File: src/rtl/nec_command_decoder_if.sv
// Receiver-side frame inputs and consumer-side command FIFO handshake for nec_command_decoder.
interface nec_command_decoder_if;
  logic        rxReadyIN;
  logic [31:0] rxDataIN;
  logic        cmdValidOUT;
  logic        cmdReadyIN;
  logic [15:0] cmdAddressOUT;
  logic [7:0]  cmdCommandOUT;
  logic        cmdRepeatOUT;
  logic [7:0]  errorCountOUT;
  logic        overflowOUT;

  modport master (
    output rxReadyIN, rxDataIN, cmdReadyIN,
    input  cmdValidOUT, cmdAddressOUT, cmdCommandOUT, cmdRepeatOUT, errorCountOUT, overflowOUT
  );

  modport slave (
    input  rxReadyIN, rxDataIN, cmdReadyIN,
    output cmdValidOUT, cmdAddressOUT, cmdCommandOUT, cmdRepeatOUT, errorCountOUT, overflowOUT
  );
endinterface

File: src/rtl/nec_command_decoder.sv
// Validates raw NEC frames from the IR receiver, tags auto-repeats by timing,
// and queues accepted commands in a 4-entry FIFO for the effect controller.
module nec_command_decoder #(
  parameter bit          STRICT_ADDRESS    = 1'b1,
  parameter bit          ADDRESS_FILTER_EN = 1'b0,
  parameter logic [15:0] ADDRESS_VALUE     = 16'hFF00,
  parameter int unsigned REPEAT_WINDOW     = 6_000_000
) (
  input logic                  clkIN,
  input logic                  nResetIN,
  nec_command_decoder_if.slave bus
);

  localparam logic [23:0] WINDOW = 24'(REPEAT_WINDOW);

  typedef enum logic [1:0] {IDLE, CHECK, PUSH} state_t;

  state_t      state_q, state_d;
  logic        rx_prev_q;
  logic [31:0] frame_q, frame_d;
  logic [7:0]  err_cnt_q, err_cnt_d;
  logic        ovf_q, ovf_d;
  logic [23:0] timer_q, timer_d;
  logic [23:0] last_q, last_d;
  logic [24:0] mem_q [4];
  logic [1:0]  wr_ptr_q, wr_ptr_d, rd_ptr_q, rd_ptr_d;
  logic [2:0]  count_q, count_d;

  logic [7:0]  addr, addr_inv, cmd, cmd_inv;
  logic [15:0] addr16;
  logic [23:0] key;
  logic        rise, comp_err, filtered;
  logic        capture, check_err, push, pop, full, wr_en, is_repeat;

  // NEC sends LSB first but the receiver shifts MSB first.
  function automatic logic [7:0] rev8(input logic [7:0] b);
    logic [7:0] r;
    for (int unsigned i = 0; i < 8; i++) r[i] = b[7-i];
    return r;
  endfunction

  assign addr     = rev8(frame_q[31:24]);
  assign addr_inv = rev8(frame_q[23:16]);
  assign cmd      = rev8(frame_q[15:8]);
  assign cmd_inv  = rev8(frame_q[7:0]);
  assign addr16   = {addr_inv, addr};
  assign key      = {addr16, cmd};

  assign rise     = bus.rxReadyIN && !rx_prev_q;
  assign comp_err = (cmd != ~cmd_inv) || (STRICT_ADDRESS && (addr != ~addr_inv));
  assign filtered = ADDRESS_FILTER_EN && (addr16 != ADDRESS_VALUE);

  always_ff @(posedge clkIN) begin
    if (!nResetIN) state_q <= IDLE;
    else           state_q <= state_d;
  end

  always_comb begin
    state_d = state_q;
    unique case (state_q)
      IDLE:    if (rise) state_d = CHECK;
      CHECK:   state_d = (comp_err || filtered) ? IDLE : PUSH;
      PUSH:    state_d = IDLE;
      default: state_d = IDLE;
    endcase
  end

  always_comb begin
    capture   = (state_q == IDLE) && rise;
    check_err = (state_q == CHECK) && comp_err;
    push      = (state_q == PUSH);
  end

  assign is_repeat = (timer_q != '0) && (key == last_q);
  assign pop       = (count_q != '0) && bus.cmdReadyIN;
  assign full      = (count_q == 3'd4);
  // A pop in the same cycle frees the slot, so a push at full still lands.
  assign wr_en     = push && (!full || pop);

  always_comb begin
    frame_d   = capture ? bus.rxDataIN : frame_q;
    err_cnt_d = (check_err && err_cnt_q != 8'hFF) ? err_cnt_q + 8'd1 : err_cnt_q;
    ovf_d     = ovf_q || (push && full && !pop);
    timer_d   = push ? WINDOW : ((timer_q != '0) ? timer_q - 24'd1 : timer_q);
    last_d    = push ? key : last_q;
    wr_ptr_d  = wr_en ? wr_ptr_q + 2'd1 : wr_ptr_q;
    rd_ptr_d  = pop ? rd_ptr_q + 2'd1 : rd_ptr_q;
    count_d   = count_q + {2'b00, wr_en} - {2'b00, pop};
  end

  always_ff @(posedge clkIN) begin
    if (!nResetIN) begin
      rx_prev_q <= 1'b1;
      frame_q   <= '0;
      err_cnt_q <= '0;
      ovf_q     <= 1'b0;
      timer_q   <= '0;
      last_q    <= '0;
      wr_ptr_q  <= '0;
      rd_ptr_q  <= '0;
      count_q   <= '0;
      for (int unsigned i = 0; i < 4; i++) mem_q[i] <= '0;
    end else begin
      rx_prev_q <= bus.rxReadyIN;
      frame_q   <= frame_d;
      err_cnt_q <= err_cnt_d;
      ovf_q     <= ovf_d;
      timer_q   <= timer_d;
      last_q    <= last_d;
      wr_ptr_q  <= wr_ptr_d;
      rd_ptr_q  <= rd_ptr_d;
      count_q   <= count_d;
      if (wr_en) mem_q[wr_ptr_q] <= {is_repeat, key};
    end
  end

  assign bus.cmdValidOUT   = (count_q != '0);
  assign bus.cmdRepeatOUT  = mem_q[rd_ptr_q][24];
  assign bus.cmdAddressOUT = mem_q[rd_ptr_q][23:8];
  assign bus.cmdCommandOUT = mem_q[rd_ptr_q][7:0];
  assign bus.errorCountOUT = err_cnt_q;
  assign bus.overflowOUT   = ovf_q;

endmodule

File: src/flat_wrapper.sv
// flat-port wrapper written by rule: the top's interface ports become plain ports
module nec_command_decoder_flat 
#(
  parameter bit          STRICT_ADDRESS    = 1'b1,
  parameter bit          ADDRESS_FILTER_EN = 1'b0,
  parameter logic [15:0] ADDRESS_VALUE     = 16'hFF00,
  parameter int unsigned REPEAT_WINDOW     = 6_000_000
)
  (clkIN, nResetIN, bus_rxReadyIN, bus_rxDataIN, bus_cmdReadyIN, bus_cmdValidOUT, bus_cmdAddressOUT, bus_cmdCommandOUT, bus_cmdRepeatOUT, bus_errorCountOUT, bus_overflowOUT);
  nec_command_decoder_if bus_i ();
  input logic clkIN;
  input logic nResetIN;
  input wire logic [$bits(bus_i.rxReadyIN)-1:0] bus_rxReadyIN;
  input wire logic [$bits(bus_i.rxDataIN)-1:0] bus_rxDataIN;
  input wire logic [$bits(bus_i.cmdReadyIN)-1:0] bus_cmdReadyIN;
  output wire logic [$bits(bus_i.cmdValidOUT)-1:0] bus_cmdValidOUT;
  output wire logic [$bits(bus_i.cmdAddressOUT)-1:0] bus_cmdAddressOUT;
  output wire logic [$bits(bus_i.cmdCommandOUT)-1:0] bus_cmdCommandOUT;
  output wire logic [$bits(bus_i.cmdRepeatOUT)-1:0] bus_cmdRepeatOUT;
  output wire logic [$bits(bus_i.errorCountOUT)-1:0] bus_errorCountOUT;
  output wire logic [$bits(bus_i.overflowOUT)-1:0] bus_overflowOUT;
  assign bus_i.rxReadyIN = bus_rxReadyIN;
  assign bus_i.rxDataIN = bus_rxDataIN;
  assign bus_i.cmdReadyIN = bus_cmdReadyIN;
  assign bus_cmdValidOUT = bus_i.cmdValidOUT;
  assign bus_cmdAddressOUT = bus_i.cmdAddressOUT;
  assign bus_cmdCommandOUT = bus_i.cmdCommandOUT;
  assign bus_cmdRepeatOUT = bus_i.cmdRepeatOUT;
  assign bus_errorCountOUT = bus_i.errorCountOUT;
  assign bus_overflowOUT = bus_i.overflowOUT;
  nec_command_decoder #(.STRICT_ADDRESS(STRICT_ADDRESS), .ADDRESS_FILTER_EN(ADDRESS_FILTER_EN), .ADDRESS_VALUE(ADDRESS_VALUE), .REPEAT_WINDOW(REPEAT_WINDOW)) u_core (.clkIN(clkIN), .nResetIN(nResetIN), .bus(bus_i));
endmodule
File: config.mk
export PLATFORM = sky130hd
export DESIGN_NAME = nec_command_decoder_flat
export DESIGN_NICKNAME = d
export VERILOG_FILES = /design/src/rtl/nec_command_decoder_if.sv /design/src/rtl/nec_command_decoder.sv /design/src/flat_wrapper.sv
export SDC_FILE = /design/constraint.sdc
export NUM_CORES = 1
export LEC_CHECK = 0
export ABC_AREA = 1
export CAP_MARGIN = 10
export CORE_MARGIN = 2
export CORE_UTILIZATION = 40
export CTS_CLUSTER_SIZE = 28
export DETAILED_ROUTE_END_ITERATION = 6
export PLACE_DENSITY = 0.63
export SLEW_MARGIN = 20
export SYNTH_ARGS = -nofsm -noshare
export SYNTH_HDL_FRONTEND = slang
export SYNTH_SLANG_ARGS = --single-unit
File: constraint.sdc
create_clock -name clkIN -period 3.6 [get_ports clkIN]
set_input_delay 0.9 -clock clkIN [delete_from_list [all_inputs] [get_ports clkIN]]
set_output_delay 0.9 -clock clkIN [all_outputs]
set_load 0.01 [all_outputs]
==> metrics.csv, run 1 <==
stage,metric,value,unit
status,status,finished clean,
logic_synthesis,ys_types,36,
sta,finClkSkew,0.0125,ns
sta,period_needed,3.32,ns
place,io_buffers,70,
logic_synthesis,synthTopCellsByCount,"206 x nor2_1, 119 x nand2_1, 112 x o21ai_0",
logic_synthesis,yosysWarnings,0,
clock_network,cts_buffer_depth,3,
logic_synthesis,synth_most_common_cell,nor2_1,
sta,slew_viol_final,0,
setup_path,r2r_start,u_core.state_q[0]$_SDFFE_PN0P_,
sta,fin_hold_ws,0.468,ns
routing,routed_wl,21.7,mm
routing,vias,7036,
pwr,p_leak,4.07,nW
logic_synthesis,synth_cells,1011,
clock_network,cts_resized,0,
setup_path,crit_type,reg2out,
die,io_pins,71,
grt,antenna_found_initial,1,
logic_synthesis,synth.avg_cell_area,8.85,µm²
grt,grt_max_degree,60,
worst_hold_path,holdCritStartpoint,u_core.timer_q[0]$_SDFFE_PP0P_,
flow_run,maxCapViolations,0,
place,gp_congestion,0.878,
clock_network,clk_pin_slew,0.06,ns
die,dieArea,0.0236,mm²
setup_path,start_kind,flip-flop,
clock_network,insertion_delay,0.50,ns
place,place_hpwl,14.8,mm
logic_synthesis,yosysSeqAreaShare,0.561,
sta,worstMarginPinSlew,0.838,ns
finish,drive_gt1_frac,0.0964,
clock_network,cts_buffers,22,
die,core_area,0.0219,mm²
sta,finalCritPeriodShare,0.922,
setup_path,worstPathArrival,2.42,ns
place,dp.cells,1331,
finish,synthToLayoutAreaGrowth,18.7,%
finish,final_util,0.485,
worst_hold_path,hold_path_class,reg2reg,
clock_network,clkSinkCount,201,
setup_path,endpoint_kind,output pin,
finish,diodes,0,
pwr,peakVddDrop,0.327,mV
pwr,power_density,668,mW/mm²
logic_synthesis,synth_top_area_frac,0.335,
sta,relSlewSlack,0.439,
clock_network,cts_tree,built,
setup_path,worstPathRequired,2.70,ns
die,fp.dieW,154,µm
sta,setup_tns,0,ns
routing,viasPerCell,5.14,
die,std_cell_rows,54,
logic_synthesis,synth.net_count,1053,
logic_synthesis,synthArstFlopShare,0,
grt,grt_overflow,0,
logic_synthesis,synth.area.top_cells,"edfxtp_1 34%, dfxtp_1 23%, nor2_1 8.6%",
sta,fmax,301,MHz
grt,grt_pass1_vias,6693,
finish,fillers,2071,
logic_synthesis,synth_area,0.00895,mm²
routing,ant_nets,0,
routing,drc,0,
sta,hold_violations,0,
finish,final_nets,1117,
clock_network,holdBufCountCts,0,
die,die_h,154,µm
grt,grt_usage,0.184,
clock_network,cts-root-buf,clkbuf_16,
routing,drt-initial-drc-count,543,
logic_synthesis,synth_edf_count,100,
sta,rsz0062_at_grt,no,
logic_synthesis,synth_top_cell_by_area,edfxtp_1,
die,start_util,0.409,
clock_network,htreeDepth,1,
grt,grt_pass1_wl,35.3,mm
finish,finalNonFillerCells,1369,
sta,final-setup-viol-count,0,
routing,wl_per_cell,15.8,µm
clock_network,postCtsSetupRepairBufs,0,
logic_synthesis,synth-seq-cells,201,
logic_synthesis,synth_top_flop_cell,dfxtp_1,
routing,drt-pass1-iter-count,5,
setup_path,critPathMaxFanout,16,
[flip-flops by register name (all words and copies together), names as in the netlist, named ones only]
| signal | count |
|---|---|
| u_core.mem_q | 100 |
| u_core.frame_q | 32 |
| u_core.last_q | 24 |
| u_core.timer_q | 24 |
| u_core.bus.errorCountOUT | 8 |
| u_core.count_q | 3 |
| u_core.rd_ptr_q | 2 |
| u_core.state_q | 2 |
| u_core.wr_ptr_q | 2 |
| u_core.bus.overflowOUT | 1 |
| u_core.rx_prev_q | 1 |
[critical path, cell delays in order, from the launching register on]
cell and delay [ns]:
dfxtp_1 0.31, inv_1 0.41, buf_4 0.31, o21ai_0 0.10
o22ai_1 0.21, clkdlybuf4s50_1 0.58
[power breakdown]
part	leakage [nW]	total, W	switching [W]	internal [W]
combinational	1.87	0.00219	0.00134	0.000847
clock	0.346	0.00218	0.000880	0.00130
sequential	1.85	0.00273	0.000135	0.00260
total	4.07	0.00710	0.00236	0.00474
[layout by cell type (no fill, tap or decap), types with 2 or more instances in the layout]
cell / instances
a21oi_1: 80
buf_4: 18
clkbuf_1: 3
clkbuf_16: 23
clkbuf_8: 3
clkdlybuf4s50_1: 69
clkinv_1: 2
clkinv_2: 4
dfxtp_1: 101
edfxtp_1: 100
ha_1: 5
inv_1: 56
inv_2: 17
nand2_1: 119
nand2_2: 3
nand2_4: 4
nand3_1: 41
nand3_2: 2
nand4_1: 9
nor2_1: 206
nor2_2: 15
nor2_4: 2
nor3_1: 11
o21ai_0: 112
o22ai_1: 26
or2_2: 4
xnor2_1: 20
xor2_1: 18
[logic make-up after synthesis]
| logic type | after synthesis | share of synthesized area |
|---|---|---|
| compound gates | 223 | 0.131 |
| flops | 201 | 0.561 |
| xor+xnor | 38 | 0.0372 |
| buf+inv | 123 | 0.0588 |
| simple gates | 420 | 0.202 |
| fa+ha+maj | 6 | 0.00922 |
[area by class of cell]
cell class,count,area (µm²),share of cell area
Clock buffer,30,633,0.0596
Clock inverter,8,66.3,0.00624
Inverter,74,279,0.0263
Multi-Input combinational cell,687,3420,0.322
Sequential cell,201,5020,0.473
Tap cell,280,350,0.0330
Timing Repair Buffer,89,851,0.0801
[path summary, 6_finish.rpt]
check / end / slack (ns) / cells after the start
min: u_core.timer_q[0]$_SDFFE_PP0P_ / 0.47 / 1
min reg2reg: u_core.timer_q[0]$_SDFFE_PP0P_ / 0.47 / 1
max: bus_cmdAddressOUT[15] / 0.28 / 5
max reg2reg: u_core.mem_q[2][23]$_SDFFCE_PN0P_ / 1.39 / 10
[metrics by stage]
| stage | setup slack, ns | power [W] | instance area, µm² |
|---|---|---|---|
| after global routing | 0.0832 | 0.00759 | 10600 |
| after global placement | 0.582 | 0.00494 | 9920 |
| after floorplan | 0.133 | 0.00426 | 8950 |
| after CTS | 0.191 | 0.00714 | 10600 |
| after detailed placement | 0.528 | 0.00497 | 9920 |
| final | 0.282 | 0.00710 | 10600 |
[routing by layer]
| layer | wire length, µm | track usage |
|---|---|---|
| met5 | 10 | 0 |
| met1 | 10200 | 0.265 |
| met3 | 1290 | 0.0276 |
| met4 | 321 | 0.0393 |
| met2 | 9890 | 0.294 |
No activity file was read; power rests on OpenSTA's default activity.
==> inputs of run 2 (changes only) <==
--- a/config.mk
+++ b/config.mk
@@ -7,7 +7,7 @@
 export LEC_CHECK = 0
 export ABC_AREA = 1
 export CAP_MARGIN = 10
-export CORE_MARGIN = 2
+export CORE_MARGIN = 5
 export CORE_UTILIZATION = 40
 export CTS_CLUSTER_SIZE = 28
 export DETAILED_ROUTE_END_ITERATION = 6
==> metrics.csv, run 2 (synthesis gave the netlist of run 1 again) <==
stage,metric,value,unit
clock_network,cts-root-buf,clkbuf_16,
sta,finalCritPeriodShare,0.931,
setup_path,worstPathRequired,2.70,ns
grt,grt_max_degree,61,
sta,slew_viol_final,0,
clock_network,holdBufCountCts,0,
flow_run,maxCapViolations,0,
routing,vias,6993,
grt,grt_overflow,0,
place,io_buffers,70,
sta,period_needed,3.35,ns
pwr,swShare,0.337,
die,io_pins,71,
pwr,p_switching,0.00239,W
sta,relSlewSlack,0.451,
setup_path,r2r_start,u_core.state_q[0]$_SDFFE_PN0P_,
sta,fin_hold_ws,0.459,ns
finish,diodes,0,
grt,grt_pass1_vias,6720,
setup_path,max_stage_delay,0.60,ns
worst_hold_path,min_delay_path_depth,1,
finish,largestRegisters,"u_core.mem_q (100), u_core.frame_q (32)",
sta,layout_setup_ws,0.249,ns
clock_network,clk_pin_slew,0.06,ns
place,gp_congestion,0.852,
finish,final_common_cell,nor2_1,
grt,grt_pass1_wl,34.6,mm
clock_network,htreeDepth,1,
setup_path,endpoint_kind,output pin,
setup_path,critPathMaxFanout,25,
die,core_area,0.0220,mm²
sta,finClkSkew,0.00961,ns
setup_path,worstPathArrival,2.45,ns
setup_path,reg2reg_depth,10,
die,std_cell_rows,54,
worst_hold_path,hold_path_end,u_core.timer_q[0]$_SDFFE_PP0P_,
finish,top_register,u_core.mem_q,
sta,worstMarginPinSlew,0.822,ns
die,fp.dieW,160,µm
finish,design_area,0.0106,mm²
pwr,power.internal,0.00471,W
clock_network,cts_buffer_depth,3,
pwr,combPwrFrac,0.313,
routing,wl_per_cell,15.6,µm
pwr,power_density,668,mW/mm²
finish,synthToLayoutAreaGrowth,18.8,%
finish,largest_reg_flops,100,
clock_network,cts_buffers,23,
setup_path,critPathTopFamily,buffers and inverters,
die,die_h,160,µm
status,status,finished clean,
finish,final_cell_mix,"206 x nor2_1, 119 x nand2_1, 112 x o21ai_0, 101 x dfxtp_1, 100 x edfxtp_1",
place,place_area,0.00994,mm²
setup_path,regToRegEndpoint,u_core.mem_q[0][21]$_SDFFCE_PN0P_,
routing,ant_nets,0,
setup_path,start_kind,flip-flop,
clock_network,insertion_delay,0.50,ns
die,dieArea,0.0255,mm²
sta,setup_tns,0,ns
clock_network,clkSinkCount,201,
sta,rsz0062_at_grt,no,
grt,grt_usage,0.164,
die,start_util,0.408,
grt,antenna_found_initial,1,
setup_path,r2r_slack,1.43,ns
place,dp_slack,0.551,ns
place,place_hpwl,14.4,mm
pwr,seq_power_share,0.384,
setup_path,cp_num_buf_inv,2,
clock_network,cts_tree,built,
setup_path,crit_slowest_cell,clkdlybuf4s50_1,
finish,final_nets,1115,
worst_hold_path,hold_path_class,reg2reg,
pwr,peakVddDrop,0.368,mV
routing,drt-pass1-iter-count,6,
finish,drive_gt1_frac,0.0927,
sta,hold_violations,0,
pwr,p_clk_frac,0.303,
pwr,p_leak,4.06,nW
sta,fmax,298,MHz
clock_network,postCtsSetupRepairBufs,0,
clock_network,cts_resized,0,
routing,drt-initial-drc-count,413,
setup_path,cp_num_cells,4,
routing,viasPerCell,5.10,
worst_hold_path,holdCritStartpoint,u_core.timer_q[0]$_SDFFE_PP0P_,
sta,final-setup-viol-count,0,
setup_path,path_cells,"inv_1, o21ai_0, o22ai_1, clkdlybuf4s50_1",
routing,drc,0,
routing,routed_wl,21.4,mm
finish,final_util,0.484,
setup_path,crit_type,reg2out,
## run 2: changes by cell type in the layout (fill, tap and decap cells not counted), sizes merged
cell and change:
bufinv -1, clkbuf +5, clkinv -1, clkinvlp -1, inv +2, buf -3
## run 2: worst register-to-register path, delay by kind of cell (launching register included)
kind | cells | cell delay [ns]
buf+inv | 4 | 0.52
flops | 1 | 0.30
simple gates | 6 | 1.05
## run 2: area by class of cell
cell class / instances / area (µm²)
fillers: 2063 / 11300
inverters: 74 / 279
flip-flops and latches: 201 / 5020
multi-input cells: 687 / 3420
clock buffers: 35 / 651
repair buffers: 86 / 866
clock inverters: 7 / 45.0
well taps: 280 / 350
## run 2: metrics by stage
stage	power, W	cells
2_1_floorplan	0.00426	1011
3_3_place_gp	0.00498	1328
3_5_place_dp	0.00501	1328
4_1_cts	0.00717	1370
5_1_grt	0.00756	1370
6_report	0.00711	1370
## run 2: power by group through the flow
stage | clock network, W | registers [W] | logic, W
after floorplan | 0 | 0.00274 | 0.00151
after global placement | 0 | 0.00277 | 0.00221
after detailed placement | 0 | 0.00278 | 0.00224
after CTS | 0.00220 | 0.00273 | 0.00224
after global routing | 0.00230 | 0.00275 | 0.00251
final | 0.00215 | 0.00273 | 0.00222
## run 2: worst max path at each step
stage	end	slack, ns	from
global placement	u_core.mem_q[0][11]$_SDFFCE_PN0P_	0.56	bus_cmdReadyIN
CTS	bus_cmdCommandOUT[1]	0.19	flip-flop
global route	bus_cmdCommandOUT[6]	0.1	flip-flop
finish	bus_cmdRepeatOUT	0.25	flip-flop
floorplan	u_core.mem_q[3][0]$_DFFE_PP_	0.13	bus_cmdReadyIN
detailed placement	u_core.mem_q[0][11]$_SDFFCE_PN0P_	0.55	bus_cmdReadyIN
## run 2: routing by layer
metal	up-vias	wire length, µm	track usage
met4	2	488	0.0473
met5	-	7	0
met3	41	1280	0.0287
li1	3517	-	-
met2	179	9650	0.264
met1	3254	9920	0.228
==> inputs of run 3 (changes only) <==
--- a/config.mk
+++ b/config.mk
@@ -8,10 +8,10 @@
 export ABC_AREA = 1
 export CAP_MARGIN = 10
 export CORE_MARGIN = 5
-export CORE_UTILIZATION = 40
+export CORE_UTILIZATION = 35
 export CTS_CLUSTER_SIZE = 28
 export DETAILED_ROUTE_END_ITERATION = 6
-export PLACE_DENSITY = 0.63
+export PLACE_DENSITY = 0.56
 export SLEW_MARGIN = 20
 export SYNTH_ARGS = -nofsm -noshare
 export SYNTH_HDL_FRONTEND = slang
==> metrics.csv, run 3 (synthesis gave the netlist of run 1 again) <==
stage,metric,value,unit
status,status,finished clean,
pwr,combPwrFrac,0.307,
worst_hold_path,holdCritStartpoint,u_core.timer_q[0]$_SDFFE_PP0P_,
sta,relSlewSlack,0.395,
finish,drive_gt1_frac,0.0926,
sta,final-setup-viol-count,0,
flow_run,maxCapViolations,0,
setup_path,r2r_start,u_core.state_q[0]$_SDFFE_PN0P_,
grt,grt_usage,0.155,
sta,rsz0062_at_grt,no,
grt,antenna_found_initial,0,
die,die_h,170,µm
place,dp.cells,1381,
grt,grt_overflow,0,
clock_network,holdBufCountCts,0,
place,place_hpwl,15.5,mm
die,fp.dieW,170,µm
finish,largest_reg_flops,100,
setup_path,worstPathRequired,2.70,ns
die,std_cell_rows,58,
clock_network,clk_pin_slew,0.05,ns
clock_network,clkSinkCount,201,
sta,slew_viol_final,0,
finish,final_cell_mix,"206 x nor2_1, 119 x nand2_1, 112 x o21ai_0, 101 x dfxtp_1, 100 x edfxtp_1",
place,io_buffers,70,
pwr,seq_power_share,0.378,
pwr,power.internal,0.00484,W
pwr,power_density,675,mW/mm²
pwr,peakVddDrop,0.327,mV
finish,fillers,2481,
finish,finalNonFillerCells,1421,
sta,hold_violations,0,
setup_path,endpoint_kind,output pin,
clock_network,cts_buffer_depth,3,
setup_path,worstPathArrival,2.31,ns
place,gp_congestion,0.828,
finish,diodes,0,
die,io_pins,71,
die,core_area,0.0252,mm²
grt,grt_max_degree,61,
pwr,p_leak,4.07,nW
grt,grt_pass1_vias,6736,
pwr,finalPower,0.00723,W
clock_network,insertion_delay,0.50,ns
die,dieArea,0.0289,mm²
routing,drt-initial-drc-count,570,
routing,wl_per_cell,16.1,µm
pwr,p_switching,0.00239,W
setup_path,crit_type,reg2out,
routing,viasPerCell,4.91,
clock_network,cts_buffers,22,
finish,final_common_cell,nor2_1,
worst_hold_path,hold_path_class,reg2reg,
clock_network,htreeDepth,1,
routing,vias,6984,
finish,top_register,u_core.mem_q,
routing,drc,0,
clock_network,cts_resized,0,
clock_network,cts-root-buf,clkbuf_16,
sta,period_needed,3.21,ns
sta,worstMarginPinSlew,0.906,ns
routing,routed_wl,22.9,mm
pwr,swShare,0.331,
die,start_util,0.356,
clock_network,cts_tree,built,
finish,synthToLayoutAreaGrowth,19.7,%
grt,grt_pass1_wl,36.2,mm
pwr,p_clk_frac,0.315,
finish,final_nets,1117,
routing,ant_nets,0,
routing,drt-pass1-iter-count,7,
sta,finalCritPeriodShare,0.890,
setup_path,critPathMaxFanout,15,
sta,finClkSkew,0.0190,ns
clock_network,postCtsSetupRepairBufs,0,
setup_path,start_kind,flip-flop,
sta,fmax,312,MHz
sta,setup_tns,0,ns
finish,largestRegisters,"u_core.mem_q (100), u_core.frame_q (32)",
run 3: changes by cell type in the layout (fill, tap and decap cells not counted):
cell,previous run,this run
clkinv_1,1,0
bufinv_16,0,2
clkinv_2,4,2
buf_12,4,1
buf_4,12,18
clkbuf_8,3,1
clkbuf_16,23,24
inv_6,3,0
clkbuf_4,0,1
clkbuf_1,9,11
run 3: metrics by stage:
step / util / cell area, µm² / setup WS, ns / hold slack, ns
after floorplan: - / 8950 / 0.133 / 0.426
after global placement: 0.397 / 9990 / 0.612 / 0.439
after detailed placement: 0.397 / 9990 / 0.563 / 0.442
after CTS: 0.426 / 10700 / 0.351 / 0.449
after global routing: 0.426 / 10700 / 0.284 / 0.482
final: 0.426 / 10700 / 0.395 / 0.446
run 3: power by group through the flow:
stage | clock, W | combinational [W] | sequential (W)
after global routing | 0.00243 | 0.00252 | 0.00276
after global placement | 0 | 0.00221 | 0.00278
after floorplan | 0 | 0.00151 | 0.00274
after CTS | 0.00233 | 0.00224 | 0.00274
final | 0.00228 | 0.00222 | 0.00274
after detailed placement | 0 | 0.00224 | 0.00278
run 3: layout make-up:
cell class / instances / area (µm²) / area share
Clock buffer: 37 / 663 / 0.0619
Timing Repair Buffer: 89 / 851 / 0.0794
Tap cell: 330 / 413 / 0.0385
Sequential cell: 201 / 5020 / 0.469
Clock inverter: 3 / 65.1 / 0.00607
Multi-Input combinational cell: 687 / 3420 / 0.319
Inverter: 74 / 279 / 0.0260
run 3: metal layers:
layer	vias up	track usage	routed length [µm]	part of all wire
li1	3516	-	-	-
met5	-	0	0	0
met2	167	0.247	10300	0.45
met1	3272	0.220	10800	0.47
met4	0	0.0274	298	0.013
met3	29	0.0348	1420	0.062
run 3: critical path, stage by stage (launching register included):
cell	delay, ns
dfxtp_1	0.30
inv_1	0.30
buf_4	0.29
o21ai_0	0.11
o22ai_1	0.22
clkdlybuf4s50_1	0.59
run 3: final timing paths:
check	slack, ns	depth (start not counted)	end
min	0.45	1	u_core.timer_q[0]$_SDFFE_PP0P_
min reg2reg	0.45	1	u_core.timer_q[0]$_SDFFE_PP0P_
max	0.39	5	bus_cmdAddressOUT[14]
max reg2reg	1.41	10	u_core.mem_q[0][20]$_SDFFCE_PN0P_
